$ cat src/rtl/counter_seq_pkg.sv
// Shared definitions for the counter sequencer: FSM state encoding,
// seven-segment patterns (active-low, bit order a..g from MSB to LSB)
// and the digit decode function.
package counter_seq_pkg;

  typedef enum logic [1:0] {
    S_MANUAL = 2'd0,
    S_PAUSE  = 2'd1,
    S_RUN    = 2'd2
  } state_t;

  localparam logic [6:0] SEG_0     = 7'b0000001;
  localparam logic [6:0] SEG_1     = 7'b1001111;
  localparam logic [6:0] SEG_2     = 7'b0010010;
  localparam logic [6:0] SEG_3     = 7'b0000110;
  localparam logic [6:0] SEG_4     = 7'b1001100;
  localparam logic [6:0] SEG_5     = 7'b0100100;
  localparam logic [6:0] SEG_6     = 7'b0100000;
  localparam logic [6:0] SEG_7     = 7'b0001111;
  localparam logic [6:0] SEG_8     = 7'b0000000;
  localparam logic [6:0] SEG_9     = 7'b0000100;
  localparam logic [6:0] SEG_BLANK = 7'b1111111;

  // Digit to segment pattern; anything outside 0..9 blanks the display.
  function automatic logic [6:0] seg_decode(input logic [3:0] value);
    case (value)
      4'd0:    return SEG_0;
      4'd1:    return SEG_1;
      4'd2:    return SEG_2;
      4'd3:    return SEG_3;
      4'd4:    return SEG_4;
      4'd5:    return SEG_5;
      4'd6:    return SEG_6;
      4'd7:    return SEG_7;
      4'd8:    return SEG_8;
      4'd9:    return SEG_9;
      default: return SEG_BLANK;
    endcase
  endfunction

endpackage

$ cat src/rtl/button_debounce.sv
// One push-button: 2-FF synchronizer, stability counter that accepts a new
// level only after DB_CYCLES consecutive identical samples, and a single-cycle
// pulse on each accepted 0->1 transition.
module button_debounce #(
  parameter int DB_CYCLES = 500000
) (
  input  logic clk,
  input  logic rst,
  input  logic btn,
  output logic level,
  output logic press
);

  localparam int CW = $clog2(DB_CYCLES + 1);

  logic          sync_1;
  logic          sync_2;
  logic [CW-1:0] stable_cnt;

  // Synchronize, then count samples that disagree with the accepted level;
  // any agreeing sample restarts the count, so short glitches never land.
  // NOTE: non-blocking assignments keep every register sampling pre-edge values.
  always_ff @(posedge clk) begin
    if (rst) begin
      sync_1     <= 1'b0;
      sync_2     <= 1'b0;
      level      <= 1'b0;
      press      <= 1'b0;
      stable_cnt <= '0;
    end else begin
      sync_1 <= btn;
      sync_2 <= sync_1;
      press  <= 1'b0;
      if (sync_2 == level) begin
        stable_cnt <= '0;
      end else if (stable_cnt == CW'(DB_CYCLES - 1)) begin
        level      <= sync_2;
        press      <= sync_2;
        stable_cnt <= '0;
      end else begin
        stable_cnt <= stable_cnt + CW'(1);
      end
    end
  end

endmodule

$ cat src/rtl/counter_sequencer.sv
// Board-level counter controller: debounced step/toggle and clear buttons,
// manual or auto-run sequencing of a 0..MAX_COUNT counter, registered
// seven-segment decode on HEX4 and status on LEDG.
module counter_sequencer
  import counter_seq_pkg::*;
#(
  parameter int DB_CYCLES = 500000,
  parameter int TICK_DIV  = 25000000,
  parameter int MAX_COUNT = 7
) (
  input  logic        CLOCK_50,
  input  logic [17:0] SW,
  input  logic [3:0]  V_BT,
  output logic [0:6]  HEX4,
  output logic [1:0]  LEDG
);

  localparam int         PW    = $clog2(TICK_DIV + 1);
  localparam logic [3:0] MAX_C = 4'(MAX_COUNT);

  logic rst;
  logic mode;
  logic dir;
  assign rst  = SW[17];
  assign mode = SW[1];
  assign dir  = SW[0];

  logic step_level, step_press;
  logic clr_level, clr_press;

  button_debounce #(.DB_CYCLES(DB_CYCLES)) u_step_db (
    .clk   (CLOCK_50),
    .rst   (rst),
    .btn   (V_BT[3]),
    .level (step_level),
    .press (step_press)
  );

  button_debounce #(.DB_CYCLES(DB_CYCLES)) u_clr_db (
    .clk   (CLOCK_50),
    .rst   (rst),
    .btn   (V_BT[2]),
    .level (clr_level),
    .press (clr_press)
  );

  // Switch and button bits with no function on this board are collected here.
  logic unused_ok;
  assign unused_ok = &{1'b0, SW[16:2], V_BT[1:0], step_level, clr_level};

  state_t        state;
  logic [3:0]    count;
  logic [PW-1:0] presc;
  logic [6:0]    seg_q;

  logic       tick;
  logic       advance;
  logic [3:0] count_step;

  // Auto-run tick, step request and the wrapped next count value.
  // NOTE: every always_comb output gets a value on every path, so no latch.
  always_comb begin
    tick       = (state == S_RUN) && (presc == PW'(TICK_DIV - 1));
    advance    = tick || ((state == S_MANUAL) && step_press);
    count_step = count;
    if (dir) count_step = (count == 4'd0) ? MAX_C : count - 4'd1;
    else     count_step = (count == MAX_C) ? 4'd0 : count + 4'd1;
  end

  // Sequencer FSM with counter, prescaler and registered segment decode.
  always_ff @(posedge CLOCK_50) begin
    if (rst) begin
      state <= mode ? S_PAUSE : S_MANUAL;
      count <= 4'd0;
      presc <= '0;
      seg_q <= SEG_0;
    end else begin
      seg_q <= seg_decode(count);

      // Clear outranks a coincident step or tick.
      if (clr_press)    count <= 4'd0;
      else if (advance) count <= count_step;

      // The prescaler only runs while staying in S_RUN; a tick wraps it.
      if (clr_press || !mode || state != S_RUN || step_press || tick)
        presc <= '0;
      else
        presc <= presc + PW'(1);

      if (!mode) begin
        state <= S_MANUAL;
      end else begin
        unique case (state)
          S_MANUAL: state <= S_PAUSE;
          S_PAUSE:  if (step_press) state <= S_RUN;
          S_RUN:    if (step_press) state <= S_PAUSE;
          default:  state <= S_PAUSE;
        endcase
      end
    end
  end

  assign HEX4    = seg_q;
  assign LEDG[0] = (state == S_RUN);
  assign LEDG[1] = !rst && (dir ? (count == 4'd0) : (count == MAX_C));

endmodule

$ cat config.mk
export PLATFORM = sky130hd
export DESIGN_NAME = counter_sequencer
export DESIGN_NICKNAME = d
export VERILOG_FILES = /design/src/rtl/counter_seq_pkg.sv /design/src/rtl/button_debounce.sv /design/src/rtl/counter_sequencer.sv
export SDC_FILE = /design/constraint.sdc
export NUM_CORES = 1
export LEC_CHECK = 0
export CORE_MARGIN = 2
export CORE_UTILIZATION = 57
export DETAILED_ROUTE_END_ITERATION = 8
export PLACE_DENSITY_LB_ADDON = 0.08
export SYNTH_ARGS = -nofsm -noshare
export SYNTH_HDL_FRONTEND = slang
export SYNTH_SLANG_ARGS = --single-unit
$ cat constraint.sdc
create_clock -name CLOCK_50 -period 2.09 [get_ports CLOCK_50]
set_input_delay 0.418 -clock CLOCK_50 [delete_from_list [all_inputs] [get_ports CLOCK_50]]
set_output_delay 0.418 -clock CLOCK_50 [all_outputs]
set_load 0.05 [all_outputs]
# After elaboration in Yosys (flattened, before gate mapping)

Memories as Yosys holds them, arrays and structs flattened. A register that Yosys moved wholly into a read port is not among the register bits.
Index checks and enable logic that the tools add are counted.

Input bits: 23
Memory bits (read-only): 112
Register bits: 77
Logic and storage cells: 65
Memories: 1
Output and inout port bits: 9

Bitwise operators: 4
Eq/ne operators: 11
Add/subtract/negate cells: 5
Multiplexer cells: 10
Reduce and logical (&&, ||, !) cells: 21

Memory list:

| name             | words | width | read ports | clocked after memory_dff | write ports | line                  | source |
|---|---|---|---|---|---|---|---|
| (name not given) | 16    | 7     | 1          | 1                        | 0           | counter_seq_pkg.sv:26 | `case (value)` |

Operators with widths:

| kind                  | count |
|---|---|
| $add 19x1->19 const B | 2 |
| $eq 19x19->1 const B  | 2 |
| $add 25x1->25 const B | 1 |
| $eq 25x25->1 const B  | 1 |
| $mux 4                | 3 |
| $reduce_or 3->1       | 4 |
| $mux 2                | 4 |
| $ne 4x3->1 const B    | 2 |
| $reduce_and 2->1      | 3 |
| $logic_or 1x1->1      | 5 |
| $add 4x1->4 const B   | 1 |
| $eq 4x3->1 const B    | 1 |
| $logic_not 4->1       | 1 |
| $not 1->1             | 4 |
| $pmux 2 s2            | 1 |
| $reduce_or 2->1       | 2 |
| $sub 4x1->4 const B   | 1 |
| $logic_and 1x1->1     | 3 |
| $eq 1x1->1            | 2 |
| $eq 2x1->1 const B    | 1 |
| $eq 2x2->1 const B    | 1 |
| $logic_not 1->1       | 2 |
| $logic_not 2->1       | 1 |
| $mux 1                | 2 |
| $ne 2x2->1 const B    | 1 |

# Depth between registers and ports, before layout

Depth in word-level cells: 6
Gate-level depth with buffers: 8
Gate-level depth less buffers: 7

# Modules after synthesis

From an unflattened synthesis, not the netlist that was laid out.

Cell total of the unflattened synthesis: 434
Area, all modules: 3,941.3 sq um

Modules (own cells, without submodules):

| module            | area an instance (sq um) | times used | cells an instance | sequential area each (sq um) |
|---|---|---|---|---|
| button_debounce   | 1,033.5                  | 2          | 108               | 460.4 |
| counter_sequencer | 1,874.3                  | 1          | 218               | 780.7 |

# Least setup slack after synthesis

OpenSTA, ideal clock, no wires.

Kind: register to output
From: register count[1]
To: output LEDG[1]
Path buffers: 0
Stages on the path, launching flop included: 6
Setup slack: -0.296 ns
Data required time: 1.672 ns
Arrival time: 1.968 ns
Cell sequence: dfxtp_1 inv_1 ha_1 and3_1 a21oi_1 nor3_1

Word-level cells in the longest chain between the ends: 3
Elaborated cells on any way between the ends: 4
Classes of those cells: eq/ne: 1; mux: 1; reduce/logical: 2

Ends and longest elaborated chain:

| element                                              | line                     | source |
|---|---|---|
| start, declared                                      | counter_sequencer.sv:52  | `logic [3:0] count;` |
| start signal, assigned                               | counter_sequencer.sv:82  | `else if (advance) count <= count_step;` |
| $eq 4x3->1 / $logic_not 4->1 (equally long branches) | counter_sequencer.sv:105 | `assign LEDG[1] = !rst && (dir ? (count == 4'd0) : (count == MAX_C));` |
| $mux 1 (*)                                           | counter_sequencer.sv:105 |  |
| $logic_and 1x1->1 (*)                                | counter_sequencer.sv:105 |  |
| end, declared                                        | counter_sequencer.sv:15  | `output logic [1:0] LEDG` |

Every way passes the cells marked *; elsewhere a longest branch is shown, timed or not.

# Final worst setup path

From: register count[0]
To: output LEDG[1]

The elaborated chain is that of the path after synthesis.

==> impl_summary.txt <==
----------------------------------------------------
[Detailed routing]
  Number of vias after detailed routing ... around 3,000
  DRT Pass-1 Iters ... 4
  Routed WL ... roughly 7000 um
  Initial DRC count ... about 70
  Residual antenna-violating net count after detailed routing ... 0
  Wire per inst ... 12.6 um
  Post-route DRC violation count ... 0
  Detailed-route vias per instance ... around 5.4

[Placement]
  Final estimated routing congestion in global placement ... a little under 0.9
  Area after detailed placement ... about 0.004 sq mm
  Sum of net half-perimeters after detailed placement ... between 4000 and 5000 um
  Inst Count DP ... ~530
  Count of input and output buffers ... 14
  Worst slack at placement ... ~0.5 ps

[Power]
  Power density over the cells ... about 620 mW/mm^2
  IR Drop Worst-Case VDD ... ~0.50 mV
  Static power due to leakage ... between 1 and 1.5 nW
  Total power consumption of the routed design ... between 2 and 3 mW

[Floorplanning]
  Die Ht ... between 80 and 90 um
  Die extent in x ... ~85 um
  Initial cell density of the core ... between 50% and 60%
  IO Pins ... 32
  Area enclosed by the die boundary ... approximately 0.0073 sq mm
  Std cell rows ... 29
  Standard cell core area ... 0.00635 sq mm

[Logic synthesis]
  Synthesized-area fraction occupied by xor and xnor cells ... around 14%
  Synth unique cells ... between 40 and 50
  Mapped Area ... ~0.0038 sq mm
  Ranking of synthesized cells by area ... dfxtp_1 44%, xor2_1 8.9%, nor2_1 8.6%
  Fraction of the mapped netlist area in compound gates ... 5.29%
  FFs w/ async S/R, synth ... 0%
  Cells after synthesis ... between 400 and 500
  Largest area contributor in the netlist ... dfxtp_1
  Multiplexer share of the synthesized area ... less than 1%
  Top cell types by occurrence after synthesis ... 86 x nor2_1, 82 x dfxtp_1, 38 x xor2_1, 29 x nand2_1, 28 x nand3_1
  Post-synthesis area per instance ... just under 9 sq um
  Basic-gate share of the synthesized area counting and, or, nand and nor cells ... 30.0%
  Adder-cell area share of the yosys netlist ... ~2.7%
  Main combinational cell family by area after synthesis ... simple AND/OR/NAND/NOR gates
  #FFs+latches synth ... 84
  Syn Nets ... 461
  Post-synth EDFFs ... 2
  Fraction of the yosys area taken by sequential cells ... between 40% and 50%
  Cell with the most instances after synthesis ... nor2_1
  Synth top area share ... 43.7%
  Leading register cell type out of synthesis ... dfxtp_1
  Count of synthesis-stage warnings from yosys ... 0

[Worst setup path]
  Element type at the critical path end ... primary output
  WS Path Type ... reg -> out
  Required time reported for the critical path endpoint ... about 1700 ps
  Signal arrival time at the worst endpoint ... between 1500 and 2000 ps
  CP max FO ... 5
  Startpoint types ... register

[CTS]
  Inserted Clock Buffers ... 9
  CTS H-tree lvls ... 3
  Count of hold-fix buffers inserted at cts ... 0
  TritonCTS clock tree ... yes
  Clock transition at the registers of the reported paths ... 70 ps
  Clock sink count ... 84
  Worst skew pair latency ... roughly 350 ps
  Cell chosen for the clock root ... clkbuf_8
  Maximum count of clock buffers along a single path ... 2

[STA]
  Achievable frequency ... 0.494 GHz
  Worst setup skew after layout ... between 8 and 9 ps
  Final worst path period need ... 2020 ps
  Setup TNS after final layout ... 0 ps
  Final setup viols ... 0
  Final clock period utilization by the worst path ... 96.9%
  Endpoints failing hold ... 0
  Max-slew headroom at the worst pin ... around two thirds
  Worst Tran Pin Value ... 500 ps
  Post-layout worst setup margin ... 65.2 ps
  Unrepaired setup endpoints after global routing ... yes
  Total count of max-transition violations in the final report ... 0

[GRT]
  Via count of the first global-routing pass ... roughly 2,800
  Initial antenna violation count ... 0
  Pin count of the biggest net entering global routing ... 18
  Overall fraction of global-route tracks in use ... about 20%
  First-pass GRT wire length ... between 10,000 and 15,000 um
  Global route overflow ... 0

[Finish]
  Final-stage net count ... 493
  Final design instance area without fill ... 0.00430 sq mm
  Fill cell total of the finished layout ... 525
  Area growth from synthesis to final layout ... 14.4%
  Fraction of final layout cells with drive strength greater than 1 ... between 10% and 20%
  Multi-input logic area ... approximately 0.0020 sq mm
  FF/Latch Area ... ~0.0017 sq mm
  Final Instance Count excl. Fillers ... 543
  Number of inserted diodes ... 0

[Worst hold path]
  Hold Path Class ... reg -> reg

[Outcome]
  Outcome ... complete, no violations

[Run]
  Number of violations of the max-capacitance limit ... 0

----------------------------------------------------
-- area by class of cell --
type	instances	area share, %
multi-input cells	324	46.3
flip-flops and latches	84	39.7
repair buffers	33	7.10
clock inverters	3	0.349
clock buffers	12	3.37
inverters	10	0.931
well taps	77	2.24
-- critical path, cell delays in order (launching register included) --
cell	delay, ps
dfxtp_2	380
ha_2	220
nor2b_4	170
a21oi_1	80
nor3_2	240
buf_12	170
-- layout by cell type (no fill, tap or decap), drive strengths merged, types with 3 or more instances in the layout --
master,netlist,final
nor4b,5,5
and4,5,5
xor2,38,38
nor3,7,7
clkdlybuf4s50,0,11
and2,4,4
nor4,4,4
clkinv,0,3
nor2,86,86
and3,12,12
o21ai,7,7
nand2,29,29
ha,8,8
nor2b,10,10
xnor2,20,20
clkbuf,10,12
nand3,28,28
a2111oi,4,4
dfxtp,82,82
nand4,20,20
inv,10,10
a21oi,9,9
buf,2,21
nand2b,3,3
-- metal layers --
metal,GRT usage [%],part of all wire [%]
met3,3.99,2.5
met2,32.7,47
met5,0,0
met1,24.7,48
met4,11.1,2.7
-- sequential cells by signal, indices dropped and copies added (netlist names) --
register              count
u_step_db.sync_2          1
u_clr_db.sync_1           1
u_step_db.level           1
u_clr_db.level            1
u_clr_db.press            1
state                     2
count                     4
u_clr_db.stable_cnt      19
u_clr_db.sync_2           1
HEX4                      7
presc                    25
u_step_db.press           1
u_step_db.stable_cnt     19
u_step_db.sync_1          1
-- path summary, 6_finish.rpt --
kind	startpoint	endpoint	slack (ps)	depth (start not counted)
worst min-delay path	u_clr_db.sync_1$_SDFF_PP0_	u_clr_db.sync_2$_SDFF_PP0_	450	1
worst max register to register	u_step_db.stable_cnt[11]$_SDFF_PP0_	u_step_db.stable_cnt[17]$_SDFF_PP0_	160	6
worst min register to register	u_clr_db.sync_1$_SDFF_PP0_	u_clr_db.sync_2$_SDFF_PP0_	450	1
worst max-delay path	count[0]$_SDFFE_PP0P_	LEDG[1]	70	5
-- repair_timing --
item / CTS / global route
setup endpoints to repair: 1 / 2
setup buffers: 0 / 2
pin swaps: 0 / 1
resized for setup: 6 / 7
-- power by group --
part           total [mW]  internal (mW)  switching (mW)
combinational      0.0862         0.0397          0.0464
sequential           1.62           1.61         0.00677
clock               0.979          0.453           0.526
-- through the flow --
stage	hold slack, ps	utilization [%]
detailed placement	431	64.5
global placement	421	64.5
finish	445	67.7
CTS	450	67.3
floorplan	414	-
global route	465	67.7
-- cells by family (layout without fill, tap and decap cells) --
group | Yosys count | in the layout
AOI/OAI and AO/OA | 30 | 30
adders and majority gates | 8 | 8
xor gates and xnor gates | 58 | 58
DFF | 84 | 84
and+or+nand+nor | 225 | 225
buffers and inverters | 22 | 58
muxes | 3 | 3
Note: power is estimated with default switching activity, not from simulation.
